## config.mk

```make
export PLATFORM = sky130hd
export DESIGN_NAME = seg7_reader
export DESIGN_NICKNAME = d
export VERILOG_FILES = /design/src/rtl/seg7_pkg.sv /design/src/rtl/seg7_pattern_decode.sv /design/src/rtl/seg7_reader.sv
export SDC_FILE = /design/constraint.sdc
export NUM_CORES = 1
export LEC_CHECK = 0
export ABC_AREA = 1
export BUFFER_PORTS_ARGS = -buffer_cell sky130_fd_sc_hd__buf_2
export CAP_MARGIN = 20
export CORE_MARGIN = 4
export CORE_UTILIZATION = 56
export CTS_BUF_LIST = sky130_fd_sc_hd__clkbuf_8 sky130_fd_sc_hd__clkbuf_16
export DETAILED_ROUTE_END_ITERATION = 6
export PLACE_DENSITY = 0.83
export SYNTH_ARGS = -nofsm -noshare
export SYNTH_HDL_FRONTEND = slang
export SYNTH_SLANG_ARGS = --single-unit
```

## constraint.sdc

```tcl
create_clock -name clk -period 1.85 [get_ports clk]
set_input_delay 0.37 -clock clk [delete_from_list [all_inputs] [get_ports clk]]
set_output_delay 0.37 -clock clk [all_outputs]
set_load 0.01 [all_outputs]
```

## src/rtl/seg7_pkg.sv

```systemverilog
// Shared seven-segment pattern table and types for the display decoder and the reader.
// Patterns are active-low, bit 6 = a ... bit 0 = g.
package seg7_pkg;

  localparam logic [6:0] SEG_0     = 7'b0000001;
  localparam logic [6:0] SEG_1     = 7'b1001111;
  localparam logic [6:0] SEG_2     = 7'b0010010;
  localparam logic [6:0] SEG_3     = 7'b0000110;
  localparam logic [6:0] SEG_4     = 7'b1001100;
  localparam logic [6:0] SEG_5     = 7'b0100100;
  localparam logic [6:0] SEG_6     = 7'b0100000;
  localparam logic [6:0] SEG_7     = 7'b0001111;
  localparam logic [6:0] SEG_8     = 7'b0000000;
  localparam logic [6:0] SEG_9     = 7'b0000100;
  localparam logic [6:0] SEG_BLANK = 7'b1111111;

  localparam logic [3:0] BCD_ERR   = 4'hF;

  typedef enum logic {
    ST_SETTLE = 1'b0,
    ST_LOCKED = 1'b1
  } state_e;

endpackage : seg7_pkg

```

## src/rtl/seg7_pattern_decode.sv

```systemverilog
// Combinational inverse of the display table: segment pattern -> {legal, is_blank, digit}.
// Anything not in the table reports digit = BCD_ERR with legal and is_blank both low.
module seg7_pattern_decode
  import seg7_pkg::*;
(
  input  logic [6:0] pattern_i,
  output logic       legal_o,
  output logic       is_blank_o,
  output logic [3:0] digit_o
);

  // NOTE: every output gets a default before the case so no path can infer a latch.
  always_comb begin
    legal_o    = 1'b1;
    is_blank_o = 1'b0;
    digit_o    = BCD_ERR;
    case (pattern_i)
      SEG_0:     digit_o = 4'd0;
      SEG_1:     digit_o = 4'd1;
      SEG_2:     digit_o = 4'd2;
      SEG_3:     digit_o = 4'd3;
      SEG_4:     digit_o = 4'd4;
      SEG_5:     digit_o = 4'd5;
      SEG_6:     digit_o = 4'd6;
      SEG_7:     digit_o = 4'd7;
      SEG_8:     digit_o = 4'd8;
      SEG_9:     digit_o = 4'd9;
      SEG_BLANK: begin
        legal_o    = 1'b0;
        is_blank_o = 1'b1;
      end
      default:   legal_o = 1'b0;
    endcase
  end

endmodule : seg7_pattern_decode

```

## src/rtl/seg7_reader.sv

```systemverilog
// Receive side of the seven-segment link: synchronizes and debounces the segment bus,
// decodes each settled pattern once and offers it on a valid/ready output register.
module seg7_reader
  import seg7_pkg::*;
#(
  parameter int unsigned STABLE_CYCLES = 4
) (
  input  logic       clk,
  input  logic       rst,
  input  logic [6:0] seg_i,
  input  logic       out_ready_i,
  output logic       out_valid_o,
  output logic [3:0] out_bcd_o,
  output logic       out_err_o,
  output logic       blank_o,
  output logic       overrun_o
);

  localparam int unsigned      CNT_W    = $clog2(STABLE_CYCLES + 1);
  localparam logic [CNT_W-1:0] CNT_LAST = CNT_W'(STABLE_CYCLES - 1);
  localparam logic [CNT_W-1:0] CNT_MAX  = CNT_W'(STABLE_CYCLES);

  logic [6:0]       sync1_q, s_q, prev_q;
  logic [CNT_W-1:0] cnt_q, cnt_d;
  state_e           state_q, state_d;
  logic             out_valid_q, out_valid_d;
  logic [3:0]       out_bcd_q, out_bcd_d;
  logic             out_err_q, out_err_d;
  logic             blank_q, blank_d;
  logic             overrun_q, overrun_d;

  logic             same, accept, emit;
  logic             dec_legal, dec_blank;
  logic [3:0]       dec_digit;

  seg7_pattern_decode u_decode (
    .pattern_i  (s_q),
    .legal_o    (dec_legal),
    .is_blank_o (dec_blank),
    .digit_o    (dec_digit)
  );

  assign same = (s_q == prev_q);

  always_comb begin
    state_d = state_q;
    accept  = 1'b0;
    case (state_q)
      ST_SETTLE: begin
        if (same && (cnt_q == CNT_LAST)) begin
          accept  = 1'b1;
          state_d = ST_LOCKED;
        end
      end
      ST_LOCKED: begin
        if (!same) state_d = ST_SETTLE;
      end
      default: state_d = ST_SETTLE;
    endcase
  end

  // Saturate at STABLE_CYCLES so a long-held pattern never wraps back onto the accept value.
  always_comb begin
    cnt_d = '0;
    if (same) cnt_d = (cnt_q == CNT_MAX) ? cnt_q : cnt_q + CNT_W'(1);
  end

  // A blank accept only updates the blank level; it never produces a result.
  assign emit = accept && !dec_blank;

  always_comb begin
    out_valid_d = out_valid_q;
    out_bcd_d   = out_bcd_q;
    out_err_d   = out_err_q;
    blank_d     = blank_q;
    overrun_d   = overrun_q;
    if (out_valid_q && out_ready_i) out_valid_d = 1'b0;
    if (emit) begin
      out_valid_d = 1'b1;
      out_bcd_d   = dec_legal ? dec_digit : BCD_ERR;
      out_err_d   = !dec_legal;
      if (out_valid_q && !out_ready_i) overrun_d = 1'b1;
    end
    if (accept) begin
      blank_d = dec_blank;
    end else if (state_q == ST_LOCKED && !same) begin
      blank_d = 1'b0;
    end
  end

  // NOTE: all state is updated with non-blocking assignments so every register samples pre-edge values.
  always_ff @(posedge clk) begin
    if (rst) begin
      sync1_q     <= SEG_BLANK;
      s_q         <= SEG_BLANK;
      prev_q      <= SEG_BLANK;
      cnt_q       <= '0;
      state_q     <= ST_SETTLE;
      out_valid_q <= 1'b0;
      out_bcd_q   <= 4'd0;
      out_err_q   <= 1'b0;
      blank_q     <= 1'b0;
      overrun_q   <= 1'b0;
    end else begin
      sync1_q     <= seg_i;
      s_q         <= sync1_q;
      prev_q      <= s_q;
      cnt_q       <= cnt_d;
      state_q     <= state_d;
      out_valid_q <= out_valid_d;
      out_bcd_q   <= out_bcd_d;
      out_err_q   <= out_err_d;
      blank_q     <= blank_d;
      overrun_q   <= overrun_d;
    end
  end

  assign out_valid_o = out_valid_q;
  assign out_bcd_o   = out_bcd_q;
  assign out_err_o   = out_err_q;
  assign blank_o     = blank_q;
  assign overrun_o   = overrun_q;

endmodule : seg7_reader

```

==> flow_metrics.env, run 1 <==
export IMPL_final_common_cell="nand2_1"
export IMPL_slew_headroom_pct=78.5
export IMPL_multi_input_area_sq_um=728
export IMPL_grt_pass1_vias=1190
export IMPL_vias_per_cell=4.77
export IMPL_yosysWarnings=0
export IMPL_cts_max_level=2
export IMPL_wl_per_cell_microns=10.4
export IMPL_postSynthAreaPerCell_sq_um=7.19
export IMPL_fin_ws_ns=0.249
export IMPL_cts_root_buffer="clkbuf_8"
export IMPL_chipHeight_microns=60.0
export IMPL_fin_crit_ns=1.60
export IMPL_grt_ovfl_total=0
export IMPL_synthTopCellsByArea="dfxtp_1 (44%), nand2_1 (15%), nor2_1 (7.9%), inv_1 (6.7%), or2_2 (5.8%)"
export IMPL_rsz0062_at_grt="no"
export IMPL_synth_distinct_cells=25
export IMPL_synth_seq_area_share_pct=43.6
export IMPL_drive_above_1_share_pct=23.8
export IMPL_final_hold_violation_count=0
export IMPL_post_cts_buffers=0
export IMPL_p_per_area_nw_per_um2=893
export IMPL_finalMaxSlewViolations=0
export IMPL_arrival_ns=1.79
export IMPL_postSynthCellCount=211
export IMPL_numCtsBuffers=5
export IMPL_path_clk_slew_ns=0.07
export IMPL_die_x_microns=60.0
export IMPL_hp_start="seg_i[3]"
export IMPL_maxCapViolCount=0
export IMPL_die_area_sq_um=3600
export IMPL_start_kind="flip-flop"
export IMPL_rows=18
export IMPL_skew_ns=0.00388
export IMPL_cts_resized=0
export IMPL_crit_fanout=3
export IMPL_initial_core_util_pct=60.1
export IMPL_hold_path_class="in2reg"
export IMPL_layout_cells_non_filler=265
export IMPL_grt_max_degree=17
export IMPL_regArea_sq_um=661
export IMPL_synth_top_area_share_pct=43.6
export IMPL_core_area_sq_um=2520
export IMPL_ant_nets=0
export IMPL_p_leak_nw=0.892
export IMPL_fmax_mhz=625
export IMPL_place_hpwl_microns=2130
export IMPL_ys_seq_elements=33
export IMPL_synth_top_area_cell="dfxtp_1"
export IMPL_cts_hold_buf=0
export IMPL_finalSetupViolCount=0
export IMPL_timing_final_crit_share_pct=86.5
export IMPL_tns_ns=0
export IMPL_antenna_found_initial=0
export IMPL_io_pins=18
export IMPL_clock_path_buffers=2
export IMPL_layout_common_cells="nand2_1 (60), dfxtp_1 (33), nor2_1 (32)"
export IMPL_grt_pass1_wl_microns=4980
export IMPL_cts_tree="built"
export IMPL_clkSinkCount=33
export IMPL_pre_cts_ws_ns=0.269
export IMPL_vias=1263
export IMPL_critPathCaptureType="flip-flop"
export IMPL_clk_latency_ns=0.28
export IMPL_area_growth_pct=15.8
export IMPL_hold_end="sync1_q[3]"
export IMPL_first_pass_iters=4
export IMPL_place_gp_congestion=0.874
export IMPL_route_final_wire_length_microns=2750
export IMPL_r2r_end="out_err_o"
export IMPL_path_class="reg2reg"
export IMPL_drcViolationCount=0
export IMPL_layout_nets=247
export IMPL_ir_drop_mv=0.980
export IMPL_synth_area_sq_um=1520
export IMPL_regToRegStartpoint="cnt_q[1]"
export IMPL_io_buffers=17
export IMPL_r2r_slack_ns=0.25
export IMPL_synth_nets=224
export IMPL_required_ns=2.04
export IMPL_tightest_slew_ns=0.322
export IMPL_drt_iter0_drc=45
export IMPL_num_antenna_cells=0
export IMPL_place_inst=257
export IMPL_fill_cells=211
export IMPL_grtUsageTotal_pct=18.8
export IMPL_status="finished, final reports clean"
export IMPL_reg2reg_depth=9
export IMPL_holdPathStages=2
## worst max path at each step
stage,from,end,cells past startpoint
after global routing,cnt_q[1],out_err_o,9
final,cnt_q[1],out_err_o,9
after CTS,cnt_q[1],out_err_o,9
after floorplan,cnt_q[1],out_err_o,9
after detailed placement,cnt_q[1],out_err_o,9
after global placement,cnt_q[1],out_err_o,9
## through the flow
step	hold slack (ns)	area, sq um	utilization [%]	total power [mW]
after floorplan	0.389	1520	-	0.852
after global placement	0.391	1640	64.8	0.876
after detailed placement	0.392	1640	64.8	0.881
after CTS	0.257	1760	69.6	1.58
after global routing	0.258	1760	69.6	1.63
final	0.267	1760	69.6	1.57
## power breakdown
part | switching (mW) | leakage [nW] | total [mW] | internal (mW)
Sequential | 0.0158 | 0.270 | 0.747 | 0.731
Clock | 0.265 | 0.0574 | 0.702 | 0.438
Combinational | 0.0705 | 0.564 | 0.118 | 0.0470
Total | 0.351 | 0.892 | 1.57 | 1.22
## registers in the layout, summed over array words and instances (netlist names)
signal / flops
out_err_o: 1
overrun_o: 1
state_q: 1
cnt_q: 3
out_bcd_o: 4
blank_o: 1
out_valid_o: 1
sync1_q: 7
s_q: 7
prev_q: 7
## synth_stat cells
master	instances
a21oi_1	6
and2_1	1
buf_4	1
clkbuf_1	1
dfxtp_1	33
ha_1	3
inv_1	27
inv_2	4
nand2_1	60
nand2_2	4
nand3_1	6
nand3_2	1
nand3_4	1
nand4_1	1
nand4_2	2
nor2_1	32
nor2_2	3
nor2_8	1
nor2b_1	1
nor3_1	2
o21a_1	1
o21ai_0	2
or2_2	14
xnor2_1	3
xor2_1	1
## layer usage
metal	global-route usage (%)	vias to the layer above	routed length [microns]	part of all wire, %
li1	-	676	-	-
met1	22.2	549	1190	43
met2	30.9	29	1340	49
met3	6.05	9	152	5.5
met4	8.54	0	69	2.5
met5	0	-	0	0
## final cells by class
type	instances	share of cell area, %
multi-input cells	145	41.5
flip-flops and latches	33	37.6
inverters	31	6.63
repair buffers	18	5.27
clock buffers	6	4.70
clock inverters	2	2.14
well taps	30	2.14
## worst max-delay path, stage by stage, from the launching register on
cell and delay [ns]:
dfxtp_1 0.36, ha_1 0.18, ha_1 0.19, inv_1 0.06, nor2_1 0.26, nand3_1 0.15
nor2_1 0.14, nand2_1 0.07, nand2_1 0.06, nor2_1 0.04
## kinds of logic (layout without fill, tap and decap cells)
| family | after synthesis | count (layout) | share of synthesized area [%] |
|---|---|---|---|
| DFF | 33 | 33 | 43.6 |
| and+or+nand+nor | 129 | 129 | 40.1 |
| AOI/OAI and AO/OA | 9 | 9 | 3.14 |
| xor gates and xnor gates | 4 | 4 | 2.31 |
| buffers and inverters | 33 | 57 | 8.42 |
| adders and majority gates | 3 | 3 | 2.48 |
Note: power is estimated with default switching activity, not from simulation.
==> run 2: changes to the inputs <==
--- a/config.mk
+++ b/config.mk
@@ -9,10 +9,10 @@
 export BUFFER_PORTS_ARGS = -buffer_cell sky130_fd_sc_hd__buf_2
 export CAP_MARGIN = 20
 export CORE_MARGIN = 4
-export CORE_UTILIZATION = 56
+export CORE_UTILIZATION = 51
 export CTS_BUF_LIST = sky130_fd_sc_hd__clkbuf_8 sky130_fd_sc_hd__clkbuf_16
 export DETAILED_ROUTE_END_ITERATION = 6
-export PLACE_DENSITY = 0.83
+export PLACE_DENSITY = 0.8
 export SYNTH_ARGS = -nofsm -noshare
 export SYNTH_HDL_FRONTEND = slang
 export SYNTH_SLANG_ARGS = --single-unit
==> constraint.sdc (replaced) <==
create_clock -name clk -period 1.3 [get_ports clk]
set_input_delay 0.26 -clock clk [delete_from_list [all_inputs] [get_ports clk]]
set_output_delay 0.26 -clock clk [all_outputs]
set_load 0.01 [all_outputs]
==> run 2 against run 1 <==
  * The run now ends with negative setup slack left
  * Clock-buffer cell count did not move
  * Utilization rose by 2.8 points
  * Routed wire length rose by 26%
  * Via count rose by 10%
  * Register-to-register slack got worse by 0.35 ns
  * Clock skew barely moved
==> flow_metrics.env, run 2 (same netlist as run 1, synthesis figures left out) <==
export IMPL_status="finished, violations left"
export IMPL_violations="negative setup slack"
export IMPL_cpPeakStageDelay_ns=0.37
export IMPL_vias=1389
export IMPL_antenna_found_initial=0
export IMPL_vias_per_cell=4.93
export IMPL_pre_cts_ws_ns=-0.141
export IMPL_start_kind="flip-flop"
export IMPL_die_x_microns=62.5
export IMPL_route_final_wire_length_microns=3450
export IMPL_final_common_cell="nand2_1"
export IMPL_critPathCaptureType="flip-flop"
export IMPL_final_util_pct=72.4
export IMPL_fill_cells=198
export IMPL_num_antenna_cells=0
export IMPL_grtUsageTotal_pct=17.4
export IMPL_cts_tree="built"
export IMPL_crit_fanout=4
export IMPL_layout_common_cells="nand2_1 (52), inv_1 (26), dfxtp_1 (22)"
export IMPL_wl_per_cell_microns=12.2
export IMPL_fin_hold_ws_ns=0.158
export IMPL_chipHeight_microns=62.5
export IMPL_fin_crit_ns=1.40
export IMPL_layout_nets=263
export IMPL_p_per_area_nw_per_um2=1100
export IMPL_grt_ovfl_total=0
export IMPL_clock_path_buffers=2
export IMPL_skew_ns=0.00365
export IMPL_area_growth_pct=33.9
export IMPL_clkSinkCount=33
export IMPL_rsz0062_at_grt="yes"
export IMPL_path_common_cell="nand2_1"
export IMPL_initial_core_util_pct=54.1
export IMPL_fin_ws_ns=-0.0995
export IMPL_path_class="reg2reg"
export IMPL_numCtsBuffers=5
export IMPL_final_hold_violation_count=0
export IMPL_p_leak_nw=0.995
export IMPL_path_cells="inv_1, nand3_2, inv_1, nand2_1, nand2_2, nor2_2, nand3_2, nand2_1, nand2_1, nor2_1"
export IMPL_cts_root_buffer="clkbuf_8"
export IMPL_maxCapViolCount=0
export IMPL_top_regs="prev_q (7), s_q (7), sync1_q (7)"
export IMPL_multi_input_area_sq_um=850
export IMPL_tns_ns=-0.565
export IMPL_place_gp_congestion=0.840
export IMPL_finalMaxSlewViolations=0
export IMPL_clk_latency_ns=0.28
export IMPL_required_ns=1.51
export IMPL_path_clk_slew_ns=0.07
export IMPL_drt_iter0_drc=24
export IMPL_io_pins=18
export IMPL_cts_hold_buf=0
export IMPL_grt_pass1_wl_microns=5330
export IMPL_timing_final_crit_share_pct=108
export IMPL_tightest_slew_ns=0.294
export IMPL_ant_nets=0
export IMPL_place_hpwl_microns=2120
export IMPL_io_buffers=17
export IMPL_arrival_ns=1.61
export IMPL_grt_max_degree=17
export IMPL_rows=19
export IMPL_first_pass_iters=4
export IMPL_finalSetupViolCount=10
export IMPL_grt_pass1_vias=1316
export IMPL_core_area_sq_um=2810
export IMPL_fmax_mhz=715
export IMPL_drive_above_1_share_pct=44.6
export IMPL_regArea_sq_um=689
export IMPL_hold_path_class="in2reg"
export IMPL_slew_headroom_pct=80.3
export IMPL_slowest_stage="dfxtp_4"
export IMPL_drcViolationCount=0
export IMPL_cts_max_level=2
export IMPL_die_area_sq_um=3910
export IMPL_ir_drop_mv=1.08
run 2: cell types whose count changed in the layout (fill, tap and decap cells not counted), moves of 2 or more:
cell	delta
buf_4	+16
nor2_1	-12
dfxtp_1	-11
nor2_2	+10
nand2_1	-8
nand2_2	+8
dfxtp_4	+6
dfxtp_2	+5
inv_4	+3
nand3_1	-3
nand3_2	+3
ha_1	-2
nor2_4	+2
run 2: power breakdown:
part | internal [mW] | switching [mW] | total (mW)
clock network | 0.616 | 0.351 | 0.967
registers | 1.04 | 0.0256 | 1.06
logic | 0.0883 | 0.126 | 0.215
run 2: final cells by class:
cell class / instances / area share [%]
clock buffers: 6 / 4.07
multi-input cells: 145 / 41.8
inverters: 31 / 6.10
clock inverters: 2 / 1.66
flip-flops and latches: 33 / 33.9
repair buffers: 34 / 10.5
well taps: 31 / 1.91
run 2: worst paths after layout:
check | depth (start not counted) | slack [ns] | from | end
max reg2reg | 10 | -0.1 | s_q[6] | out_err_o
min reg2reg | 1 | 0.41 | sync1_q[4] | s_q[4]
min | 2 | 0.16 | seg_i[0] | sync1_q[0]
max | 10 | -0.1 | s_q[6] | out_err_o
run 2: critical path: cells and delay by family (launching register included):
kind	cells	cell delay, ns
DFF	1	0.37
buffers and inverters	2	0.16
and+or+nand+nor	8	0.80
run 2: per-stage QoR:
stage          power [mW]  instance area (sq um)  cells
6_report             2.24                   2030    282
3_3_place_gp         1.26                   1730    270
2_1_floorplan        1.21                   1520    211
3_5_place_dp         1.27                   1730    270
4_1_cts              2.23                   1940    280
5_1_grt              2.33                   2030    282
run 2: layer usage:
layer / vias up / routed length (microns) / GRT usage, %
li1: 713 / - / -
met1: 618 / 1420 / 17.8
met2: 41 / 1710 / 30.1
met3: 17 / 170 / 5.76
met4: 0 / 148 / 11.8
met5: - / 0 / 0
run 2: repair_timing:
| item | 4_1_cts | 5_1_grt |
|---|---|---|
| gates cloned | 0 | 0 |
| setup buffers | 2 | 2 |
| resized for setup | 24 | 29 |
| pin swaps | 7 | 16 |
| setup endpoints to repair | 12 | 12 |
==> run 3: changes to the inputs <==
--- a/config.mk
+++ b/config.mk
@@ -15,4 +15,5 @@
 export PLACE_DENSITY = 0.8
 export SYNTH_ARGS = -nofsm -noshare
 export SYNTH_HDL_FRONTEND = slang
+export SYNTH_HIERARCHICAL = 1
 export SYNTH_SLANG_ARGS = --single-unit
==> run 3 against run 2 <==
  * The flow still finishes with violations (negative setup slack)
  * Routed wire length is 16% lower
  * Synthesized cell count is the same
  * Register-to-register slack lost 0.06 ns
  * Utilization shrank 2.1 points
  * Die area down 0.14%
  * First-iteration DRC count grew 29%
  * Worst setup slack got worse by 0.060 ns
  * Sequential share of layout area rose by 0.91 points
  * Synthesized area down 0.16%
  * Critical path depth grew 1
  * Final cell count decreased by 1.8%
  * Critical path type unchanged
  * Highest routed layer unchanged
==> flow_metrics.env, run 3 <==
export IMPL_status="finished, violations left"
export IMPL_violations="negative setup slack"
export IMPL_cts_tree="built"
export IMPL_start_kind="flip-flop"
export IMPL_yosysWarnings=6
export IMPL_pre_cts_ws_ns=-0.193
export IMPL_drcViolationCount=0
export IMPL_sw_frac_of_total_pct=24.2
export IMPL_synth_distinct_cells=22
export IMPL_num_antenna_cells=0
export IMPL_met3_usage_pct=5.94
export IMPL_power_share_combinational_pct=9.7
export IMPL_rsz0062_at_grt="yes"
export IMPL_grtUsageTotal_pct=15.5
export IMPL_clk_latency_ns=0.28
export IMPL_use_met2_pct=27.2
export IMPL_ant_nets=0
export IMPL_cts_root_buffer="clkbuf_8"
export IMPL_clockPowerShare_pct=35.6
export IMPL_crit_fanout=6
export IMPL_regArea_sq_um=687
export IMPL_tightest_slew_ns=0.265
export IMPL_die_area_sq_um=3900
export IMPL_final_common_cell="nand2_1"
export IMPL_timing_final_crit_share_pct=112
export IMPL_cts_max_level=2
export IMPL_synth_nets=224
export IMPL_layout_cells_non_filler=277
export IMPL_place_inst=267
export IMPL_finalSetupViolCount=10
export IMPL_arrival_ns=1.64
export IMPL_core_area_sq_um=2810
export IMPL_wl_per_cell_microns=10.5
export IMPL_route_final_wire_length_microns=2900
export IMPL_grt_pass1_vias=1207
export IMPL_postSynthCellCount=211
export IMPL_fin_hold_ws_ns=0.163
export IMPL_fin_ws_ns=-0.160
export IMPL_synth_area_sq_um=1510
export IMPL_clkSinkCount=33
export IMPL_place_hpwl_microns=1960
export IMPL_ir_drop_mv=1.01
export IMPL_synthTopCellsByArea="dfxtp_1 (44%), nand2_1 (13%), or2_2 (7.9%), inv_1 (7.7%), nor2_1 (6.0%)"
export IMPL_power_internal_mw=1.47
export IMPL_slew_headroom_pct=82.2
export IMPL_grt_max_degree=19
export IMPL_postSynthAreaPerCell_sq_um=7.18
export IMPL_total_power_mw=1.94
export IMPL_synth_seq_area_share_pct=43.6
export IMPL_synth_top_area_share_pct=43.6
export IMPL_p_per_area_nw_per_um2=985
export IMPL_synth_commonest_cells="nand2_1 (53), dfxtp_1 (33), inv_1 (31), nor2_1 (24), or2_2 (19)"
export IMPL_fin_crit_ns=1.46
export IMPL_top_usage_layer="met2"
export IMPL_skew_ns=0.00931
export IMPL_switching_power_uw=470
export IMPL_path_class="reg2reg"
export IMPL_io_pins=18
export IMPL_numCtsBuffers=5
export IMPL_clock_path_buffers=2
export IMPL_multi_input_area_sq_um=845
export IMPL_area_growth_pct=30.2
export IMPL_use_met1_pct=16.1
export IMPL_rows=19
export IMPL_p_leak_nw=0.987
export IMPL_maxCapViolCount=0
export IMPL_vias_per_cell=4.74
export IMPL_vias=1312
export IMPL_hold_path_class="in2reg"
export IMPL_initial_core_util_pct=54.0
export IMPL_ys_seq_elements=33
export IMPL_drt_iter0_drc=31
export IMPL_synth_flop_cell="dfxtp_1"
export IMPL_power_frac_seq_pct=54.7
export IMPL_synth_top_area_cell="dfxtp_1"
export IMPL_final_util_pct=70.2
export IMPL_layout_nets=258
export IMPL_io_buffers=17
export IMPL_critPathCaptureType="flip-flop"
export IMPL_first_pass_iters=4
export IMPL_chipHeight_microns=62.5
export IMPL_fill_cells=218
export IMPL_synth_edf_count=0
export IMPL_die_x_microns=62.5
export IMPL_top_regs="prev_q (7), s_q (7), sync1_q (7)"
export IMPL_grt_ovfl_total=0
export IMPL_place_gp_congestion=0.781
export IMPL_cts_hold_buf=0
export IMPL_post_synth_top_count_cell="nand2_1"
export IMPL_grt_pass1_wl_microns=4800
export IMPL_async_flop_share_pct=0
export IMPL_antenna_found_initial=0
export IMPL_required_ns=1.48
export IMPL_final_hold_violation_count=0
export IMPL_finalMaxSlewViolations=0
export IMPL_layout_common_cells="nand2_1 (47), inv_1 (27), dfxtp_1 (26)"
export IMPL_fmax_mhz=685
export IMPL_path_clk_slew_ns=0.07
export IMPL_drive_above_1_share_pct=45.5
## run 3: cell types whose count changed after synthesis, moves of 2 or more
cell and change:
xnor2_1 -2, or2_2 +5, nor2_1 -8, inv_1 +4
nand2_2 +7, nand4_2 -2, nand2_1 -7, nor2_4 +2
## run 3: worst max-delay path, stage by stage, from the launching register on
cell and delay (ns):
dfxtp_4 0.38, inv_4 0.09, nand2_4 0.06, nor2_2 0.12
nand2_2 0.08, nand2_2 0.08, nor2_2 0.05, nand2_4 0.10
inv_4 0.05, or2_4 0.23, nor2_1 0.09, nor2_1 0.05
## run 3: routing by layer
metal / vias up / part of all wire (%) / routed length [microns]
met2: 24 / 51 / 1480
met5: - / 0 / 0
met3: 12 / 4.5 / 130
li1: 695 / - / -
met4: 0 / 3.3 / 97
met1: 581 / 41 / 1190
## run 3: repair_timing
action	in CTS	in global routing
buffers inserted	1	0
pin swaps	14	4
cloned	1	0
resized for setup	27	13
setup endpoints to repair	12	12
## run 3: stage by stage
step / instance area [sq um] / TNS, ns
3_5_place_dp: 1750 / -1.02
6_report: 1970 / -1.01
2_1_floorplan: 1560 / -0.177
5_1_grt: 1970 / -2.32
3_3_place_gp: 1750 / -0.808
4_1_cts: 1920 / -0.844
## run 3: area by class of cell
| type | instances | area share [%] |
|---|---|---|
| multi-input combinational | 140 | 42.9 |
| sequential | 33 | 34.9 |
| timing repair buffer | 29 | 8.89 |
| inverter | 36 | 7.37 |
| clock buffer | 5 | 3.49 |
| tap | 31 | 1.97 |
| clock inverter | 3 | 0.571 |
## run 3: path summary, 6_finish.rpt
kind                                 start           end  slack, ns  cells after the start
worst min register to register  sync1_q[6]        s_q[6]       0.41                      1
worst min-delay path              seg_i[3]    sync1_q[3]       0.16                      2
worst max-delay path                s_q[6]  out_bcd_o[0]      -0.16                     11
worst max register to register      s_q[6]  out_bcd_o[0]      -0.16                     11
## run 3: logic make-up after synthesis
kind of cell,after synthesis,synth area share [%]
AND/OR/NAND/NOR,125,39.5
adder cells (fa/ha/maj),3,2.48
flip-flops,33,43.6
AO/OA/AOI/OAI,9,2.97
buffers and inverters,39,10.2
XOR/XNOR,2,1.16
## run 3: power by group through the flow
stage               Combinational [mW]  Clock (mW)  Sequential [mW]
floorplan                        0.106           0             1.08
global placement                 0.155           0             1.08
detailed placement               0.159           0             1.09
CTS                              0.181       0.706             1.06
global route                     0.210       0.766             1.07
finish                           0.189       0.690             1.06
